==> src/rtl/addsub_pkg.sv <==
// Shared definitions for the pipelined adder/subtractor.
//   chunk_width()   : bits handled by each pipeline stage
//   FLAG_*_BIT      : bit positions of {cout, of, zero} in the EX-stage status word
package addsub_pkg;

  function automatic int unsigned chunk_width(input int unsigned width,
                                              input int unsigned stages);
    return width / stages;
  endfunction

  localparam int unsigned FLAG_ZERO_BIT = 0;
  localparam int unsigned FLAG_OF_BIT   = 1;
  localparam int unsigned FLAG_COUT_BIT = 2;
  localparam int unsigned FLAG_W        = 3;

  typedef logic [FLAG_W-1:0] status_t;

endpackage

==> src/rtl/fa_nbit.sv <==
// W-bit ripple adder chunk.
//   a, b  : chunk operands (b already inverted by the caller for subtract)
//   cin   : carry in
//   sum   : chunk sum
//   cout  : carry out of the chunk MSB
//   of    : carry into chunk MSB XOR carry out (signed overflow if this is the top chunk)
module fa_nbit #(
  parameter int unsigned W = 8
) (
  input  logic [W-1:0] a,
  input  logic [W-1:0] b,
  input  logic         cin,
  output logic [W-1:0] sum,
  output logic         cout,
  output logic         of
);

  logic [W:0] full;
  logic       c_msb;

  always_comb begin
    full  = {1'b0, a} + {1'b0, b} + {{W{1'b0}}, cin};
    // carry into the MSB recovered from the MSB sum bit
    c_msb = a[W-1] ^ b[W-1] ^ full[W-1];
  end

  assign sum  = full[W-1:0];
  assign cout = full[W];
  assign of   = c_msb ^ full[W];

endmodule

==> src/rtl/addsub_pipe.sv <==
// Pipelined two's-complement adder/subtractor, carry chain split into STAGES chunks.
//   clk, rst_n           : clock, synchronous active-low reset
//   in_valid / in_ready  : operand handshake (A, B, sub)
//   A, B                 : operands, index 0 is MSB
//   sub                  : 1 = A-B, 0 = A+B
//   out_valid / out_ready: result handshake
//   Sum, cout, of, zero  : registered result and flags, index 0 of Sum is MSB
module addsub_pipe
  import addsub_pkg::*;
#(
  parameter int unsigned WIDTH  = 32,
  parameter int unsigned STAGES = 4
) (
  input  logic             clk,
  input  logic             rst_n,
  input  logic             in_valid,
  output logic             in_ready,
  input  logic [0:WIDTH-1] A,
  input  logic [0:WIDTH-1] B,
  input  logic             sub,
  output logic             out_valid,
  input  logic             out_ready,
  output logic [0:WIDTH-1] Sum,
  output logic             cout,
  output logic             of,
  output logic             zero
);

  localparam int unsigned CHUNK = chunk_width(WIDTH, STAGES);
  localparam int unsigned LAST  = STAGES - 1;

  if (STAGES < 1 || STAGES > WIDTH || (WIDTH % STAGES) != 0) begin : g_param_err
    $error("addsub_pipe: WIDTH must be a multiple of STAGES with 1 <= STAGES <= WIDTH");
  end

  logic [WIDTH-1:0] a_le;
  logic [WIDTH-1:0] b_le;
  logic             en;

  // Each stage consumes the low chunk of r and shifts its chunk sum in at the
  // top; after STAGES shifts r holds the full sum in natural bit order.
  logic [WIDTH-1:0] r_in   [STAGES];
  logic [WIDTH-1:0] b_in   [STAGES];
  logic             c_in   [STAGES];
  logic             v_in   [STAGES];
  logic [CHUNK-1:0] fa_sum [STAGES];
  logic             fa_cout[STAGES];
  logic             fa_of;

  logic [WIDTH-1:0] r_d [STAGES], r_q [STAGES];
  logic [WIDTH-1:0] b_d [STAGES], b_q [STAGES];
  logic             c_d [STAGES], c_q [STAGES];
  logic             v_d [STAGES], v_q [STAGES];
  status_t          flags_d, flags_q;

  assign a_le     = A;
  assign b_le     = B;
  assign en       = !v_q[LAST] || out_ready;
  assign in_ready = en;

  always_comb begin
    r_in[0] = a_le;
    b_in[0] = sub ? ~b_le : b_le;
    c_in[0] = sub;
    v_in[0] = in_valid;
    for (int unsigned s = 1; s < STAGES; s++) begin
      r_in[s] = r_q[s-1];
      b_in[s] = b_q[s-1];
      c_in[s] = c_q[s-1];
      v_in[s] = v_q[s-1];
    end
  end

  for (genvar s = 0; s < STAGES; s++) begin : g_stage
    if (s == LAST) begin : g_last
      fa_nbit #(.W(CHUNK)) u_fa (
        .a    (r_in[s][CHUNK-1:0]),
        .b    (b_in[s][CHUNK-1:0]),
        .cin  (c_in[s]),
        .sum  (fa_sum[s]),
        .cout (fa_cout[s]),
        .of   (fa_of)
      );
    end else begin : g_mid
      logic of_unused;
      fa_nbit #(.W(CHUNK)) u_fa (
        .a    (r_in[s][CHUNK-1:0]),
        .b    (b_in[s][CHUNK-1:0]),
        .cin  (c_in[s]),
        .sum  (fa_sum[s]),
        .cout (fa_cout[s]),
        .of   (of_unused)
      );
    end
  end

  // Data registers load only with a valid beat so bubbles do not toggle them.
  always_comb begin
    for (int unsigned s = 0; s < STAGES; s++) begin
      v_d[s] = en ? v_in[s] : v_q[s];
      if (en && v_in[s]) begin
        r_d[s] = (r_in[s] >> CHUNK) | (WIDTH'(fa_sum[s]) << (WIDTH - CHUNK));
        b_d[s] = b_in[s] >> CHUNK;
        c_d[s] = fa_cout[s];
      end else begin
        r_d[s] = r_q[s];
        b_d[s] = b_q[s];
        c_d[s] = c_q[s];
      end
    end
    flags_d = flags_q;
    if (en && v_in[LAST]) begin
      flags_d[FLAG_COUT_BIT] = fa_cout[LAST];
      flags_d[FLAG_OF_BIT]   = fa_of;
      flags_d[FLAG_ZERO_BIT] = (r_d[LAST] == '0);
    end
  end

  always_ff @(posedge clk) begin
    if (!rst_n) begin
      for (int unsigned s = 0; s < STAGES; s++) begin
        r_q[s] <= '0;
        b_q[s] <= '0;
        c_q[s] <= 1'b0;
        v_q[s] <= 1'b0;
      end
      flags_q <= '0;
    end else begin
      for (int unsigned s = 0; s < STAGES; s++) begin
        r_q[s] <= r_d[s];
        b_q[s] <= b_d[s];
        c_q[s] <= c_d[s];
        v_q[s] <= v_d[s];
      end
      flags_q <= flags_d;
    end
  end

  assign Sum       = r_q[LAST];
  assign out_valid = v_q[LAST];
  assign cout      = flags_q[FLAG_COUT_BIT];
  assign of        = flags_q[FLAG_OF_BIT];
  assign zero      = flags_q[FLAG_ZERO_BIT];

endmodule

==> config.mk <==
export PLATFORM = sky130hd
export DESIGN_NAME = addsub_pipe
export DESIGN_NICKNAME = d
export VERILOG_FILES = /design/src/rtl/addsub_pkg.sv /design/src/rtl/fa_nbit.sv /design/src/rtl/addsub_pipe.sv
export SDC_FILE = /design/constraint.sdc
export NUM_CORES = 1
export LEC_CHECK = 0
export ABC_AREA = 1
export CAP_MARGIN = 20
export CORE_MARGIN = 1.5
export CORE_UTILIZATION = 40
export DETAILED_ROUTE_END_ITERATION = 10
export HOLD_SLACK_MARGIN = 0.06
export PLACE_DENSITY = 0.72
export SETUP_SLACK_MARGIN = 0.05
export SLEW_MARGIN = 25
export SYNTH_ARGS = -nofsm -noshare
export SYNTH_HDL_FRONTEND = slang
export SYNTH_HIERARCHICAL = 1
export SYNTH_SLANG_ARGS = --single-unit
export TNS_END_PERCENT = 20
==> constraint.sdc <==
create_clock -name clk -period 2.2 [get_ports clk]
set_input_delay 0.22 -clock clk [delete_from_list [all_inputs] [get_ports clk]]
set_output_delay 0.22 -clock clk [all_outputs]
set_load 0.03 [all_outputs]
Word-level counts from Yosys, hierarchy flattened
Memory sizes are Yosys's and may differ from the RTL's.
Index checks and enable logic that the tools add are counted.
{"block": "totals", "regBits": 3, "ram_bits": 264, "inputBits": 69, "output_inout_bits": 37, "memories": 4}
{"memory": "b_q", "words": 4, "width": 32, "read_ports": 3, "rd_ports_with_merged_regs": 0, "write_ports": 4, "line": "addsub_pipe.sv:51", "text": "logic [WIDTH-1:0] b_d [STAGES], b_q [STAGES];"}
{"memory": "r_q", "words": 4, "width": 32, "read_ports": 4, "rd_ports_with_merged_regs": 0, "write_ports": 4, "line": "addsub_pipe.sv:50", "text": "logic [WIDTH-1:0] r_d [STAGES], r_q [STAGES];"}
{"memory": "c_q", "words": 4, "width": 1, "read_ports": 3, "rd_ports_with_merged_regs": 0, "write_ports": 4, "line": "addsub_pipe.sv:52", "text": "logic c_d [STAGES], c_q [STAGES];"}
{"memory": "v_q", "words": 4, "width": 1, "read_ports": 4, "rd_ports_with_merged_regs": 0, "write_ports": 4, "line": "addsub_pipe.sv:53", "text": "logic v_d [STAGES], v_q [STAGES];"}
{"block": "classes", "n_addsub": 8, "n_eq_ne": 1, "mux": 35, "n_bitwise": 24, "reduce_logical": 8}
{"operator": "$mux W32", "n": 17}
{"operator": "$or A24 B32 Y32", "n": 4}
{"operator": "$add A8 B8 Y9", "n": 4}
{"operator": "$add A9 B1 Y9", "n": 4}
{"operator": "$logic_not A32 Y1", "n": 1}
{"operator": "$not A32 Y32", "n": 1}
{"operator": "$mux W1", "n": 18}
{"operator": "$or A1 B1 Y1", "n": 16}
{"operator": "$logic_and A1 B1 Y1", "n": 4}
{"operator": "$xor A1 B1 Y1", "n": 3}
{"operator": "$reduce_and A2 Y1", "n": 1}
{"operator": "$logic_not A1 Y1", "n": 1}
{"operator": "$logic_or A1 B1 Y1", "n": 1}
{"operator": "$ne A1 B1 Y1 const B", "n": 1}

Longest topological paths before layout
{"block": "depth", "word_depth": 7, "mapped_depth": 18, "mapped_depth_nobuf": 18}

Hierarchy
The synthesis kept the hierarchy.
{"module": "addsub_pipe", "n_inst": 1, "cells_per_inst": 910, "area_each_um2": 7051.8, "seq_area_each_um2": 3753.6}
{"module": "fa_nbit (g_stage[1].g_mid.u_fa ...)", "n_inst": 3, "cells_per_inst": 75, "area_each_um2": 431.7, "seq_area_each_um2": 0.0}
{"module": "fa_nbit (g_stage[0].g_mid.u_fa)", "n_inst": 1, "cells_per_inst": 71, "area_each_um2": 422.9, "seq_area_each_um2": 0.0}

Worst setup path before layout
OpenSTA, ideal clock, no wires.
{"block": "synth_path", "kind": "in2reg", "start": "in sub", "end": "mem r_q[0][30]", "setup_time_ps": 116, "arrival_ps": 2234, "required_ps": 2084, "path_slack_ps": -150, "cell_stages": 13, "path_cell_list": "clkbuf_1 > buf_2 > xor2_1 > fa_1 > fa_1 > nand2_1 > nand2_1 > nand2_2 > nor2_1 > o21bai_1 > nand2_1 > o21ai_0 > nor2_1"}
{"item": "start, declared", "line": "addsub_pipe.sv:20", "text": "input logic sub,"}
{"item": "end, declared", "line": "addsub_pipe.sv:50"}

==> summary.md <==
| Metric | Value |
|---|---|
| Status | complete, but fails checks |
| Failing checks | setup timing |
| Antenna Nets Post-Route | 0 |
| Critical path's slowest cell | fa_2 |
| First-iteration detailed-routing DRC count | 360 |
| Mean Syn Cell Area | 7.33 sq um |
| Register area | ~0.0038 sq mm |
| Critical path type | reg -> reg |
| Peak supply drop | between 0.5 and 0.6 mV |
| Setup slack, reg-to-reg | -0.07 ns |
| PwrDens | slightly below 800 mW/mm^2 |
| CP endpoint kind | flop |
| CTS sink cnt | between 150 and 200 |
| CTS max path bufs | 2 |
| Nets@finish | 1377 |
| Layout cells sized above 1 | 0.0965 |
| Hold Slack | 0.306 ns |
| Total global routing track utilization | 0.171 |
| Critical path origin | r_q[2][0]$_SDFFE_PN0P_ |
| Multi-input gate area | around 0.0043 sq mm |
| Cells along the critical path | fa_2, fa_2, nand2_2, nand2_2, nand2_2, nor2_2, o21bai_1, nand2_1, inv_1, nand3_2, nor2_2, nand2_1, nor2_1, nand2_1, nor2_1, nand2_1, a21oi_1 |
| Hold wc startpoint | rst_n |
| Largest net degree at the start of global routing | 82 |
| Global route overflow | 0 |
| Hold-critical path endpoint | r_q[1][30]$_SDFFE_PN0P_ |
| Die X | 150 um |
| Die area | 0.0226 sq mm |
| Placer Congestion | about 0.81 |
| Final period utilization | 1.03 |
| First-pass GRT wire length | 30800 um |
| Crit-path max cell delay | approximately 0.4 ns |
| Final wirelength | 18000 um |
| CTS tree | done |
| Min-delay worst type | in -> reg |
| Clock slew seen by the registers of the worst setup and hold paths | 0.06 ns |
| Final core occ | 0.506 |
| Critical Path Most Common Cell | nand2_1 |
| Port bufs | 105 |
| Setup TNS Final | -0.0659 ns |
| Final count of hold timing violations | 0 |
| Wire per inst | around 12 um |
| Initial antenna violation count | 0 |
| Hold_buf cts | 0 |
| Post-Syn Area | 0.00869 sq mm |
| DRC Markers | 0 |
| Critical Path RT | around 2.6 ns |
| Register-to-Register Path Depth | 17 |
| Crit-path max FO | 2 |
| Row count | 53 |
| Worst-skew pair later-pin latency | 0.43 ns |
| Via count of the first global-routing pass | roughly 6400 |
| Synth Instances | 1186 |
| Final Skew | 0.00919 ns |
| Max-slew violations | 0 |
| Max Cap Viol | 0 |
| Yosys warnings | 6 |
| HPWL Detailed | ~13000 um |
| F_max | 441 MHz |
| Setup WS pre-CTS | -0.0817 ns |
| Dpl cells | 1526 |
| RSZ-0062 raised after global routing | yes |
| Arrival @ worst endpoint | 2.63 ns |
| Worst R2R Start | r_q[2][0]$_SDFFE_PN0P_ |
| Via/cell ratio | 4.60 |
| Core Area | 0.0212 sq mm |
| CTS root buf | clkbuf_16 |
| Setup slack after layout | -0.0659 ns |
| Post-Layout Cell Count | 1560 |
| Pre-antenna DRT Iters | 8 |
| Area grow syn2layout | 23.1% |
| Via count | roughly 7200 |
| Final Setup Violations | 1 |
| Initial Util | 0.411 |
| Syn_nets | 1291 |
| TritonCTS buffer count | 17 |
| Antenna diode count | 0 |
| Worst slew pin tran | 0.508 ns |
| CP Launch Type | flop |
| Min-Delay Path Depth | 3 |
| Io pins | 106 |
| Period minus WS final | 2.27 ns |
| R2r endpoint | flags_q[0]$_SDFFE_PN0N_ |
| DIE HEIGHT | ~150 um |
| Htree depth | 4 |
| Fillers | ~2100 |
| Leakage | about 4.7 nW |
| Relative max-transition margin | 0.662 |
## cells in the final DEF (no fill, tap or decap), drive strengths merged
master,count
a211oi,16
a21oi,22
buf,26
bufinv,5
clkbuf,20
clkdlybuf4s50,103
clkinv,5
clkinvlp,3
dfxtp,183
edfxtp,3
fa,8
ha,28
inv,92
nand2,212
nand3,14
nand3b,27
nand4,3
nor2,329
o21ai,135
o21bai,5
or2,2
xnor2,29
xor2,15
## worst max-delay path by stage
stage | to | slack, ns
after floorplan | flags_q[0]$_SDFFE_PN0N_ | 0.04
after global placement | r_q[0][30]$_SDFFE_PN0P_ | -0.09
after detailed placement | flags_q[0]$_SDFFE_PN0N_ | -0.08
after CTS | flags_q[0]$_SDFFE_PN0N_ | -0.09
after global routing | flags_q[0]$_SDFFE_PN0N_ | -0.34
final | flags_q[0]$_SDFFE_PN0N_ | -0.07
## worst max-delay path: cells and delay by family (launching register included)
kind / cells / cell delay (ns)
simple gates: 12 / 0.82
fa+ha+maj: 2 / 0.76
buf+inv: 1 / 0.06
compound gates: 2 / 0.23
flops: 1 / 0.33
## per-layer routing
metal	GRT usage	vias up	wire length, um
met4	0.0525	0	167
met2	0.250	146	7540
met1	0.252	3116	9490
li1	-	3898	-
met5	0	-	0
met3	0.0348	12	773
## state kept, by name, indices dropped and copies added (netlist names)
name / cells
c_q: 3
v_q: 4
flags_q: 3
b_q: 48
r_q: 128
## layout make-up
| class | instances | share of cell area |
|---|---|---|
| clock buffer | 20 | 0.0408 |
| multi-input combinational | 845 | 0.405 |
| clock inverter | 12 | 0.0182 |
| tap | 275 | 0.0322 |
| sequential | 186 | 0.351 |
| inverter | 93 | 0.0326 |
| timing repair buffer | 129 | 0.120 |
## what timing repair did
item | 4_1_cts | 5_1_grt
cloned | 0 | 0
resized for setup | 2 | 9
setup buffers | 1 | 1
pin swaps | 1 | 4
setup endpoints to repair | 1 | 4
## report_power, final
group | total [mW] | internal, mW | switching, mW
clock network | 3.28 | 2.01 | 1.26
registers | 3.74 | 3.61 | 0.128
logic | 1.35 | 0.593 | 0.755
## stage by stage
step	total power, mW	cell area (sq um)
final	8.36	10700
after global routing	8.81	10700
after CTS	8.43	10700
after detailed placement	5.16	10000
after global placement	5.13	10000
after floorplan	4.71	8710
Power figures use the tool's default switching activity.
